**config.mk**
```make
export PLATFORM = sky130hd
export DESIGN_NAME = tp84_lpf_multi
export DESIGN_NICKNAME = d
export VERILOG_FILES = /design/src/rtl/tp84_lpf_pkg.sv /design/src/rtl/tp84_lpf_mac.sv /design/src/rtl/tp84_lpf_multi.sv
export SDC_FILE = /design/constraint.sdc
export NUM_CORES = 1
export LEC_CHECK = 0
export CAP_MARGIN = 10
export CORE_UTILIZATION = 43
export CTS_CLUSTER_SIZE = 16
export DETAILED_ROUTE_END_ITERATION = 12
export GPL_TIMING_DRIVEN = 0
export PLACE_DENSITY = 0.7
export SLEW_MARGIN = 40
export SYNTH_ARGS = -nofsm -noshare
export SYNTH_HDL_FRONTEND = slang
export SYNTH_SLANG_ARGS = --single-unit
```
**constraint.sdc**
```tcl
create_clock -name clk -period 14 [get_ports clk]
set_clock_uncertainty 0.1 [all_clocks]
set_input_delay 2.8 -clock clk [delete_from_list [all_inputs] [get_ports clk]]
set_output_delay 2.8 -clock clk [all_outputs]
set_load 0.005 [all_outputs]
```
**src/rtl/tp84_lpf_pkg.sv**
```systemverilog
// rtl/tp84_lpf_pkg.sv - widths, coefficient tables, FSM encoding and saturation for the LPF bank
package tp84_lpf_pkg;

  localparam int COEF_W = 18;
  localparam int SAMP_W = 16;
  localparam int ACC_W  = 36;
  localparam int PROD_W = SAMP_W + COEF_W;
  localparam int ERR_W  = 15;

  localparam logic [2:0] ST_IDLE = 3'd0;
  localparam logic [2:0] ST_MB1  = 3'd1;
  localparam logic [2:0] ST_MB2  = 3'd2;
  localparam logic [2:0] ST_MA2  = 3'd3;
  localparam logic [2:0] ST_WR   = 3'd4;

  typedef enum logic [1:0] {
    MAC_HOLD = 2'd0,
    MAC_LOAD = 2'd1,
    MAC_ADD  = 2'd2,
    MAC_SUB  = 2'd3
  } mac_op_e;

  // Q15 coefficients indexed by sel: 0 bypass, 1 light, 2 medium, 3 heavy
  localparam logic [3:0][COEF_W-1:0] B1_TAB = {18'sd164, 18'sd640, 18'sd2048, 18'sd32768};
  localparam logic [3:0][COEF_W-1:0] B2_TAB = {18'sd164, 18'sd640, 18'sd2048, 18'sd0};
  localparam logic [3:0][COEF_W-1:0] A2_TAB = {-18'sd32440, -18'sd31488, -18'sd28672, 18'sd0};

  function automatic logic signed [SAMP_W-1:0] sat16(input logic signed [ACC_W-16:0] v);
    if (v > 21'sd32767)
      return 16'sh7fff;
    else if (v < -21'sd32768)
      return 16'sh8000;
    else
      return v[SAMP_W-1:0];
  endfunction

endpackage

```
**src/rtl/tp84_lpf_mac.sv**
```systemverilog
// rtl/tp84_lpf_mac.sv - shared 16x18 multiply-accumulate with floor shift and 16b saturation
//   optional TP84_LPF_ERRFB_EN adds a fractional bias on load and exposes the truncated bits
import tp84_lpf_pkg::*;

module tp84_lpf_mac (
  input  logic                     clk,
  input  logic                     rst_n,
  input  mac_op_e                  op,
  input  logic signed [SAMP_W-1:0] a,
  input  logic signed [COEF_W-1:0] b,
`ifdef TP84_LPF_ERRFB_EN
  input  logic [ERR_W-1:0]         bias,
  output logic [ERR_W-1:0]         frac,
`endif
  output logic signed [SAMP_W-1:0] y
);

  logic signed [PROD_W-1:0] prod;
  logic signed [ACC_W-1:0]  prod_ext;
  logic signed [ACC_W-1:0]  bias_ext;
  logic signed [ACC_W-1:0]  acc;

  assign prod     = a * b;
  assign prod_ext = {{(ACC_W-PROD_W){prod[PROD_W-1]}}, prod};
`ifdef TP84_LPF_ERRFB_EN
  assign bias_ext = {{(ACC_W-ERR_W){1'b0}}, bias};
  assign frac     = acc[ERR_W-1:0];
`else
  assign bias_ext = '0;
`endif

  always_ff @(posedge clk or negedge rst_n) begin
    if (!rst_n) begin
      acc <= '0;
    end else begin
      case (op)
        MAC_LOAD: acc <= prod_ext + bias_ext;
        MAC_ADD:  acc <= acc + prod_ext;
        MAC_SUB:  acc <= acc - prod_ext;
        default:  acc <= acc;
      endcase
    end
  end

  // acc[35:15] is acc>>>15, a floor toward minus infinity
  assign y = sat16(acc[ACC_W-1:15]);

endmodule

```
**src/rtl/tp84_lpf_multi.sv**
```systemverilog
// rtl/tp84_lpf_multi.sv - time-multiplexed first-order IIR low-pass bank, one MAC for NCH channels
//   define TP84_LPF_ERRFB_EN for per-channel truncation error feedback
import tp84_lpf_pkg::*;

module tp84_lpf_multi #(
  parameter int NCH = 3,
  parameter int DIV = 256
) (
  input  logic                  clk,
  input  logic                  reset_n,
  input  logic [16*NCH-1:0]     in,
  input  logic [2*NCH-1:0]      sel,
  output logic [16*NCH-1:0]     out,
  output logic                  out_valid
);

  localparam int CW = (DIV > 1) ? $clog2(DIV) : 1;

  logic [CW-1:0]            cnt;
  logic                     tick;
  logic [2:0]               state;
  logic [2:0]               ch;
  logic [16*NCH-1:0]        in_cap;
  logic [2*NCH-1:0]         sel_cap;
  logic signed [SAMP_W-1:0] x1 [8];
  logic signed [SAMP_W-1:0] y1 [8];
  logic signed [SAMP_W-1:0] x_cur;
  logic [1:0]               sel_cur;
  logic signed [SAMP_W-1:0] y;
  mac_op_e                  op;
  logic signed [SAMP_W-1:0] mac_a;
  logic signed [COEF_W-1:0] mac_b;
`ifdef TP84_LPF_ERRFB_EN
  logic [ERR_W-1:0]         e [8];
  logic [ERR_W-1:0]         frac;
`endif

  assign tick = (cnt == CW'(DIV - 1));

  always_ff @(posedge clk or negedge reset_n) begin
    if (!reset_n)
      cnt <= '0;
    else if (tick)
      cnt <= '0;
    else
      cnt <= cnt + CW'(1);
  end

  assign x_cur   = in_cap[16*ch +: 16];
  assign sel_cur = sel_cap[2*ch +: 2];

  always_comb begin
    op    = MAC_HOLD;
    mac_a = '0;
    mac_b = '0;
    case (state)
      ST_MB1: begin op = MAC_LOAD; mac_a = x_cur;  mac_b = $signed(B1_TAB[sel_cur]); end
      ST_MB2: begin op = MAC_ADD;  mac_a = x1[ch]; mac_b = $signed(B2_TAB[sel_cur]); end
      ST_MA2: begin op = MAC_SUB;  mac_a = y1[ch]; mac_b = $signed(A2_TAB[sel_cur]); end
      default: ;
    endcase
  end

  tp84_lpf_mac u_mac (
    .clk   (clk),
    .rst_n (reset_n),
    .op    (op),
    .a     (mac_a),
    .b     (mac_b),
`ifdef TP84_LPF_ERRFB_EN
    .bias  (e[ch]),
    .frac  (frac),
`endif
    .y     (y)
  );

  // A tick seen outside IDLE is dropped so the running sequence completes intact
  always_ff @(posedge clk or negedge reset_n) begin
    if (!reset_n) begin
      state     <= ST_IDLE;
      ch        <= '0;
      in_cap    <= '0;
      sel_cap   <= '0;
      out       <= '0;
      out_valid <= 1'b0;
      for (int i = 0; i < 8; i++) begin
        x1[i] <= '0;
        y1[i] <= '0;
`ifdef TP84_LPF_ERRFB_EN
        e[i]  <= '0;
`endif
      end
    end else begin
      out_valid <= 1'b0;
      case (state)
        ST_IDLE: begin
          if (tick) begin
            in_cap  <= in;
            sel_cap <= sel;
            ch      <= '0;
            state   <= ST_MB1;
          end
        end
        ST_MB1: state <= ST_MB2;
        ST_MB2: state <= ST_MA2;
        ST_MA2: state <= ST_WR;
        ST_WR: begin
          out[16*ch +: 16] <= y;
          x1[ch]           <= x_cur;
          y1[ch]           <= y;
`ifdef TP84_LPF_ERRFB_EN
          e[ch]            <= (sel_cur == 2'd0) ? '0 : frac;
`endif
          if (ch == 3'(NCH - 1)) begin
            state     <= ST_IDLE;
            out_valid <= 1'b1;
          end else begin
            ch    <= ch + 3'd1;
            state <= ST_MB1;
          end
        end
        default: state <= ST_IDLE;
      endcase
    end
  end

endmodule
```
==> impl_metrics.yaml, run 1 <==
pwr:
  p_clk_frac: 0.489
  power.switching_mw: 0.535
  power.leakage_nw: 15.4
  p_sw_frac: 0.217
  fin_total_pwr_mw: 2.46
  peakVddDrop_uv: 187
  combPwrFrac: 0.028
  internal_power_mw: 1.93
  powerDensity_nw_per_um2: 75.8
  seqPwrFrac: 0.483
timing:
  period_needed_ns: 13.50
  tns_ns: 0
  finalWorstSetupSlack_ns: 0.498
  fin_crit_sh: 0.964
  hold_viol: 0
  worstMarginPinSlew_ns: 0.915
  report.final.slew_viol_count: 0
  relSlewSlack: 0.390
  setup_violations: 0
  timing.fmax_ghz: 0.0741
  rsz0062_at_grt: "no"
die:
  die_w_um: 260
  io_pins: 105
  start_util: 0.435
  die_y_um: 260
  rows: 94
  dieArea_um2: 67600
  core_um2: 65900
yosys:
  synth_xor_area_frac: 0.0278
  ys_seq_area_frac: 0.356
  synth_edf_count: 0
  synthSimpleGateAreaFrac: 0.126
  yosys-top-cells-area: "dfrtp_1, fa_1, ha_1, mux2_2, inv_1"
  yosys_register_bits: 407
  yosys_warnings: 0
  synth_compound_area_frac: 0.120
  netlist_area_um2: 28600
  syn_nets: 3304
  synth_top_family_by_area: "adder cells"
  ys.flop_type: "dfrtp_1"
  yosysTopAreaCell: "dfrtp_1"
  synthAdderAreaFrac: 0.210
  synthMuxAreaShare: 0.0943
  synth_top_area_frac: 0.356
  avgSynthCellArea_um2: 9.89
  ys_types: 82
  async_flop_share: 1.00
  synthesis.instances: 2893
drt:
  firstDrtPassIters: 8
  wl_met2_um: 41900
  totalWireLength_um: 86800
  via_per_inst: 5.75
  met1_length_um: 34600
  drtIter0Drc: 2287
  post-route-drc-count: 0
  ant_nets: 0
  wl_met3_um: 6850
  top_layer: "met4"
  vias: 22700
  wire_per_inst_um: 22.0
clock_network:
  clk_path_buf_depth: 3
  cts_max_level: 2
  cts_buffers: 43
  clockRootBuffer: "clkbuf_16"
  hold_buffers: 0
  cts_tree: "built"
  clk_pin_slew_ns: 0.06
  clk_latency_ns: 0.58
  cts.sinks: 407
critical_path:
  cp_top_family: "adder cells"
  critPathMaxFanout: 10
  cp-end-kind: "flop"
  start_kind: "flop"
  required_ns: 14.39
  cpPeakStageDelay_ns: 0.72
  crit_buf_inv: 10
  path_common_cell: "fa_1"
  crit_arrival_ns: 13.89
  path_class: "reg -> reg"
  slowest_stage: "buf_1"
  rrSetupSlack_ns: 0.50
placement:
  routabilityCongestion: 0.957
  dp_hpwl_um: 65500
  dpl_cell_area_um2: 31000
  port_buffers: 104
  dpl_worst_slack_ns: 0.126
layout:
  drive_gt1_frac: 0.105
  final_cell_area_um2: 32500
  area_delta_synth_final_pct: 13.5
  diodes: 0
  final_nets: 3461
  nFillCells: 6020
global_route:
  grt_max_degree: 74
  grt_pass1_wl_um: 135000
  antenna_found_initial: 1
  track_usage: 0.261
  grt_pass1_vias: 22800
  grt-ovfl-total: 0
job:
  drv_cap: 0
status:
  status: "completed"
min_path:
  hp-class: "reg -> reg"
-- synthesized netlist by cell type, drive strengths merged (32+ instances only) --
cell      n
and2     94
xnor2    59
inv     333
fa      210
dfrtp   407
mux2    128
nand2   320
o21ai   236
nor2    194
buf      33
nand3    43
ha      145
mux4     45
nor3     38
xor2     32
clkbuf  119
a21oi   137
-- flip-flops by register name, indices dropped and copies added, names as in the netlist, 3 cells and up --
signal and count:
x1 128, y1 128, in_cap 48, out 48
u_mac.acc 34, cnt 8, sel_cap 6, ch 3
state 3
-- per-layer routing --
metal	vias up	track usage
li1	10000	-
met1	11500	0.345
met2	1013	0.428
met3	188	0.0426
met4	0	0.107
met5	-	0
-- cells in the final DEF (no fill, tap or decap), drive strengths merged, types with 8 or more instances in the layout --
cell type	n
fa	210
nor3	38
clkbuf	184
or3	16
mux2	128
nor2	194
a22oi	21
nand2	320
nor2b	14
nand4	13
o221ai	11
nand3	43
or2	10
o22ai	31
nand2b	16
mux4	45
clkdlybuf4s50	103
inv	336
a21o	15
and2	94
dfrtp	407
clkinv	8
ha	145
xor2	32
a31oi	12
xnor2	59
nor4	8
mux2i	24
buf	39
a211oi	10
and3	11
a21oi	137
o21ai	236
a221oi	24
o21a	10
-- repair_timing --
action | in CTS | in global routing
buffers inserted | 0 | 0
setup endpoints to repair | 0 | 9
gates resized for setup | 0 | 12
-- logic make-up after synthesis --
kind of cell / after synthesis
AND/OR/NAND/NOR: 789
multiplexers: 197
adder cells (fa/ha/maj): 355
buffers and inverters: 488
flip-flops: 407
AO/OA/AOI/OAI: 566
XOR/XNOR: 91
-- through the flow --
step | std cells | util | hold WS, ns
floorplan | 2893 | - | 0.342
global placement | 3861 | 0.467 | 0.357
detailed placement | 3870 | 0.470 | 0.362
CTS | 3945 | 0.492 | 0.376
global route | 3944 | 0.493 | 0.381
finish | 3944 | 0.493 | 0.374
-- worst paths after layout --
kind,to,startpoint,cells after the start
max,u_mac.acc[35],ch[2],41
min,cnt[6],cnt[6],1
max reg2reg,u_mac.acc[35],ch[2],41
min in group asynchronous,in_cap[14],reset_n,1
max in group asynchronous,out[28],reset_n,7
min reg2reg,cnt[6],cnt[6],1
-- area by class of cell --
type                    count  area, µm²  share of cell area
clock inverters            13        201             0.00620
inverters                 336       1260              0.0388
plain buffers             149        608              0.0187
flip-flops and latches    407      10200               0.314
repair buffers            115       1230              0.0378
multi-input cells        1998      16700               0.513
well taps                 864       1080              0.0333
clock buffers              62       1260              0.0387
-- power by group through the flow --
| stage | clock (mW) | sequential (mW) | combinational [mW] |
|---|---|---|---|
| 2_1_floorplan | 0 | 1.21 | 0.0162 |
| 3_3_place_gp | 0 | 1.21 | 0.0631 |
| 3_5_place_dp | 0 | 1.21 | 0.0695 |
| 4_1_cts | 1.22 | 1.19 | 0.0696 |
| 5_1_grt | 1.26 | 1.19 | 0.0754 |
| 6_report | 1.20 | 1.19 | 0.0683 |
Note: power is estimated with default switching activity, not from simulation.
==> run 2: changes to the inputs <==
CORE_MARGIN = 3   (was not set)
PLACE_DENSITY = 0.69   (was 0.7)
SYNTH_HIERARCHICAL = 1   (was not set)
==> run 2 against run 1 <==
Effect of this change: first-iteration DRC count decreased by 21%; non-clock buffer count increased by 22; global-route usage decreased by 3.0 points; routed wire length increased by 2.5%; synthesized area increased by 12%; maximum frequency increased by 0.42%; final area increased by 11%; via count increased by 5.1%; critical endpoint is now u_mac/acc[35].
==> impl_metrics.yaml, run 2 <==
yosys:
  avgSynthCellArea_um2: 10.2
  synthTopCellsByCount: "dfrtp_1, nand2_1, inv_1"
  synth_top_area_frac: 0.318
  async_flop_share: 1.00
  yosys-top-cells-area: "dfrtp_1, fa_1, mux2_2, ha_1, nand2_1"
  netlist_area_um2: 32200
  synthesis.instances: 3153
  yosysTopAreaCell: "dfrtp_1"
  ys.flop_type: "dfrtp_1"
  synth_edf_count: 0
  ys_types: 85
  yosys_warnings: 6
  yosys_register_bits: 409
  synth.most_common_cell: "dfrtp_1"
  ys_seq_area_frac: 0.318
clock_network:
  cts_tree: "built"
  cts.sinks: 409
  clk_path_buf_depth: 3
  cts_buffers: 42
  ctsResizeCount: 0
  cts_max_level: 2
  clk_pin_slew_ns: 0.07
  post_cts_buffers: 0
  hold_buffers: 0
  clockRootBuffer: "clkbuf_16"
  clk_latency_ns: 0.59
critical_path:
  ff2ff_path_depth: 40
  path_common_cell: "fa_1"
  required_ns: 14.37
  critPathMaxFanout: 10
  r2r_start: "ch[2]"
  cpPeakStageDelay_ns: 0.68
  start_kind: "flop"
  slowest_stage: "a2111oi_1"
  crit_arrival_ns: 13.81
  cp-end-kind: "flop"
  path_class: "reg -> reg"
  r2r-end: "u_mac/acc[35]"
  rrSetupSlack_ns: 0.55
job:
  drv_cap: 0
layout:
  drive_gt1_frac: 0.136
  top_regs: "x1 x128, y1 x128"
  area_delta_synth_final_pct: 12.3
  final_common_cell: "dfrtp_1"
  final_cell_area_um2: 36200
  final_cell_mix: "dfrtp_1, nand2_1, inv_1"
  nFillCells: 6806
  layout.cells.non_filler: 4323
  final_nets: 3809
global_route:
  track_usage: 0.232
  antenna_found_initial: 2
  grt_pass1_vias: 24800
  grt_max_degree: 76
  grt_pass1_wl_um: 141000
  grt-ovfl-total: 0
min_path:
  min_path_cells: 2
  hp-class: "reg -> reg"
  holdPathEnd: "out[17]"
  min_from: "out[17]"
drt:
  via_per_inst: 5.52
  post-route-drc-count: 0
  drtIter0Drc: 1798
  ant_nets: 0
  vias: 23800
  firstDrtPassIters: 6
  wire_per_inst_um: 20.6
  totalWireLength_um: 89000
placement:
  port_buffers: 104
  dpl.cell_count: 4258
  routabilityCongestion: 0.881
  dpl_cell_area_um2: 34800
  dp_hpwl_um: 68000
pwr:
  peakVddDrop_uv: 85.0
  power.leakage_nw: 17.6
  powerDensity_nw_per_um2: 66.2
timing:
  period_needed_ns: 13.45
  setup_violations: 0
  relSlewSlack: 0.406
  tns_ns: 0
  timing.fmax_ghz: 0.0744
  worstMarginPinSlew_ns: 0.868
  hold_viol: 0
  rsz0062_at_grt: "no"
  fin_crit_sh: 0.960
  report.final.slew_viol_count: 0
  hold_ws_ns: 0.373
die:
  dieArea_um2: 78200
  die_y_um: 280
  die_w_um: 280
  io_pins: 105
  rows: 99
  core_um2: 73600
  start_util: 0.437
status:
  status: "completed"
[run 2: cell types whose count changed after synthesis, moves of 24 or more]
cell / before / now
a211oi_1: 7 / 34
a21o_1: 15 / 39
a21oi_1: 137 / 92
and2_1: 94 / 218
fa_1: 210 / 291
inv_1: 332 / 370
mux2_2: 126 / 257
mux2i_1: 24 / 78
nand2_1: 320 / 386
nor2_1: 194 / 73
o21ai_0: 226 / 105
o22ai_1: 31 / 1
[run 2: through the flow]
step	utilization	setup slack [ns]	total power, mW
floorplan	-	3.28	1.26
global placement	0.470	-8.54	1.31
detailed placement	0.473	0.224	1.32
CTS	0.491	0.179	2.41
global route	0.491	0.00757	2.47
finish	0.491	0.555	2.39
[run 2: layer usage]
layer | vias up | wire length, µm | track usage
met4 | 2 | 2460 | 0.0658
met2 | 825 | 41600 | 0.376
met5 | - | 13 | 0
met1 | 12100 | 38900 | 0.321
met3 | 162 | 6020 | 0.0404
li1 | 10700 | - | -
[run 2: final cells by class]
cell class,instances,area (µm²),share of cell area
multi-input combinational,2224,20100,0.555
sequential,409,10200,0.283
inverter,372,1400,0.0386
timing repair buffer,113,1230,0.0340
clock buffer,59,1210,0.0336
tap,959,1200,0.0332
buffer,173,724,0.0200
clock inverter,13,101,0.00280
antenna,1,2.50,0.0000692
[run 2: how the worst max path moves through the flow]
stage | slack, ns | start | endpoint
finish | 0.55 | ch[2] | u_mac/acc[35]
global route | 0.008 | ch[2] | u_mac/acc[35]
CTS | 0.18 | ch[0] | u_mac/acc[35]
detailed placement | 0.22 | ch[0] | u_mac/acc[35]
global placement | -8.54 | reset_n | in_cap[8]
floorplan | 3.28 | ch[0] | u_mac/acc[35]
[run 2: where the power goes]
| part | internal [mW] | switching [mW] |
|---|---|---|
| sequential | 1.19 | 0.00490 |
| combinational | 0.0414 | 0.0603 |
| clock | 0.607 | 0.488 |
[run 2: critical path: cells and delay by family (launching register included)]
| family | cells | cell delay [ns] |
|---|---|---|
| xor+xnor | 2 | 0.22 |
| flops | 1 | 0.31 |
| compound gates | 10 | 3.86 |
| simple gates | 11 | 2.64 |
| buf+inv | 9 | 2.33 |
| fa+ha+maj | 8 | 3.85 |
[run 2: kinds of logic after synthesis]
kind of cell,after synthesis,share of synthesized area
AND/OR/NAND/NOR,870,0.135
other,1,0.000117
buffers and inverters,554,0.0665
XOR/XNOR,96,0.0261
multiplexers,359,0.131
AO/OA/AOI/OAI,446,0.0931
adder cells (fa/ha/maj),418,0.230
flip-flops,409,0.318
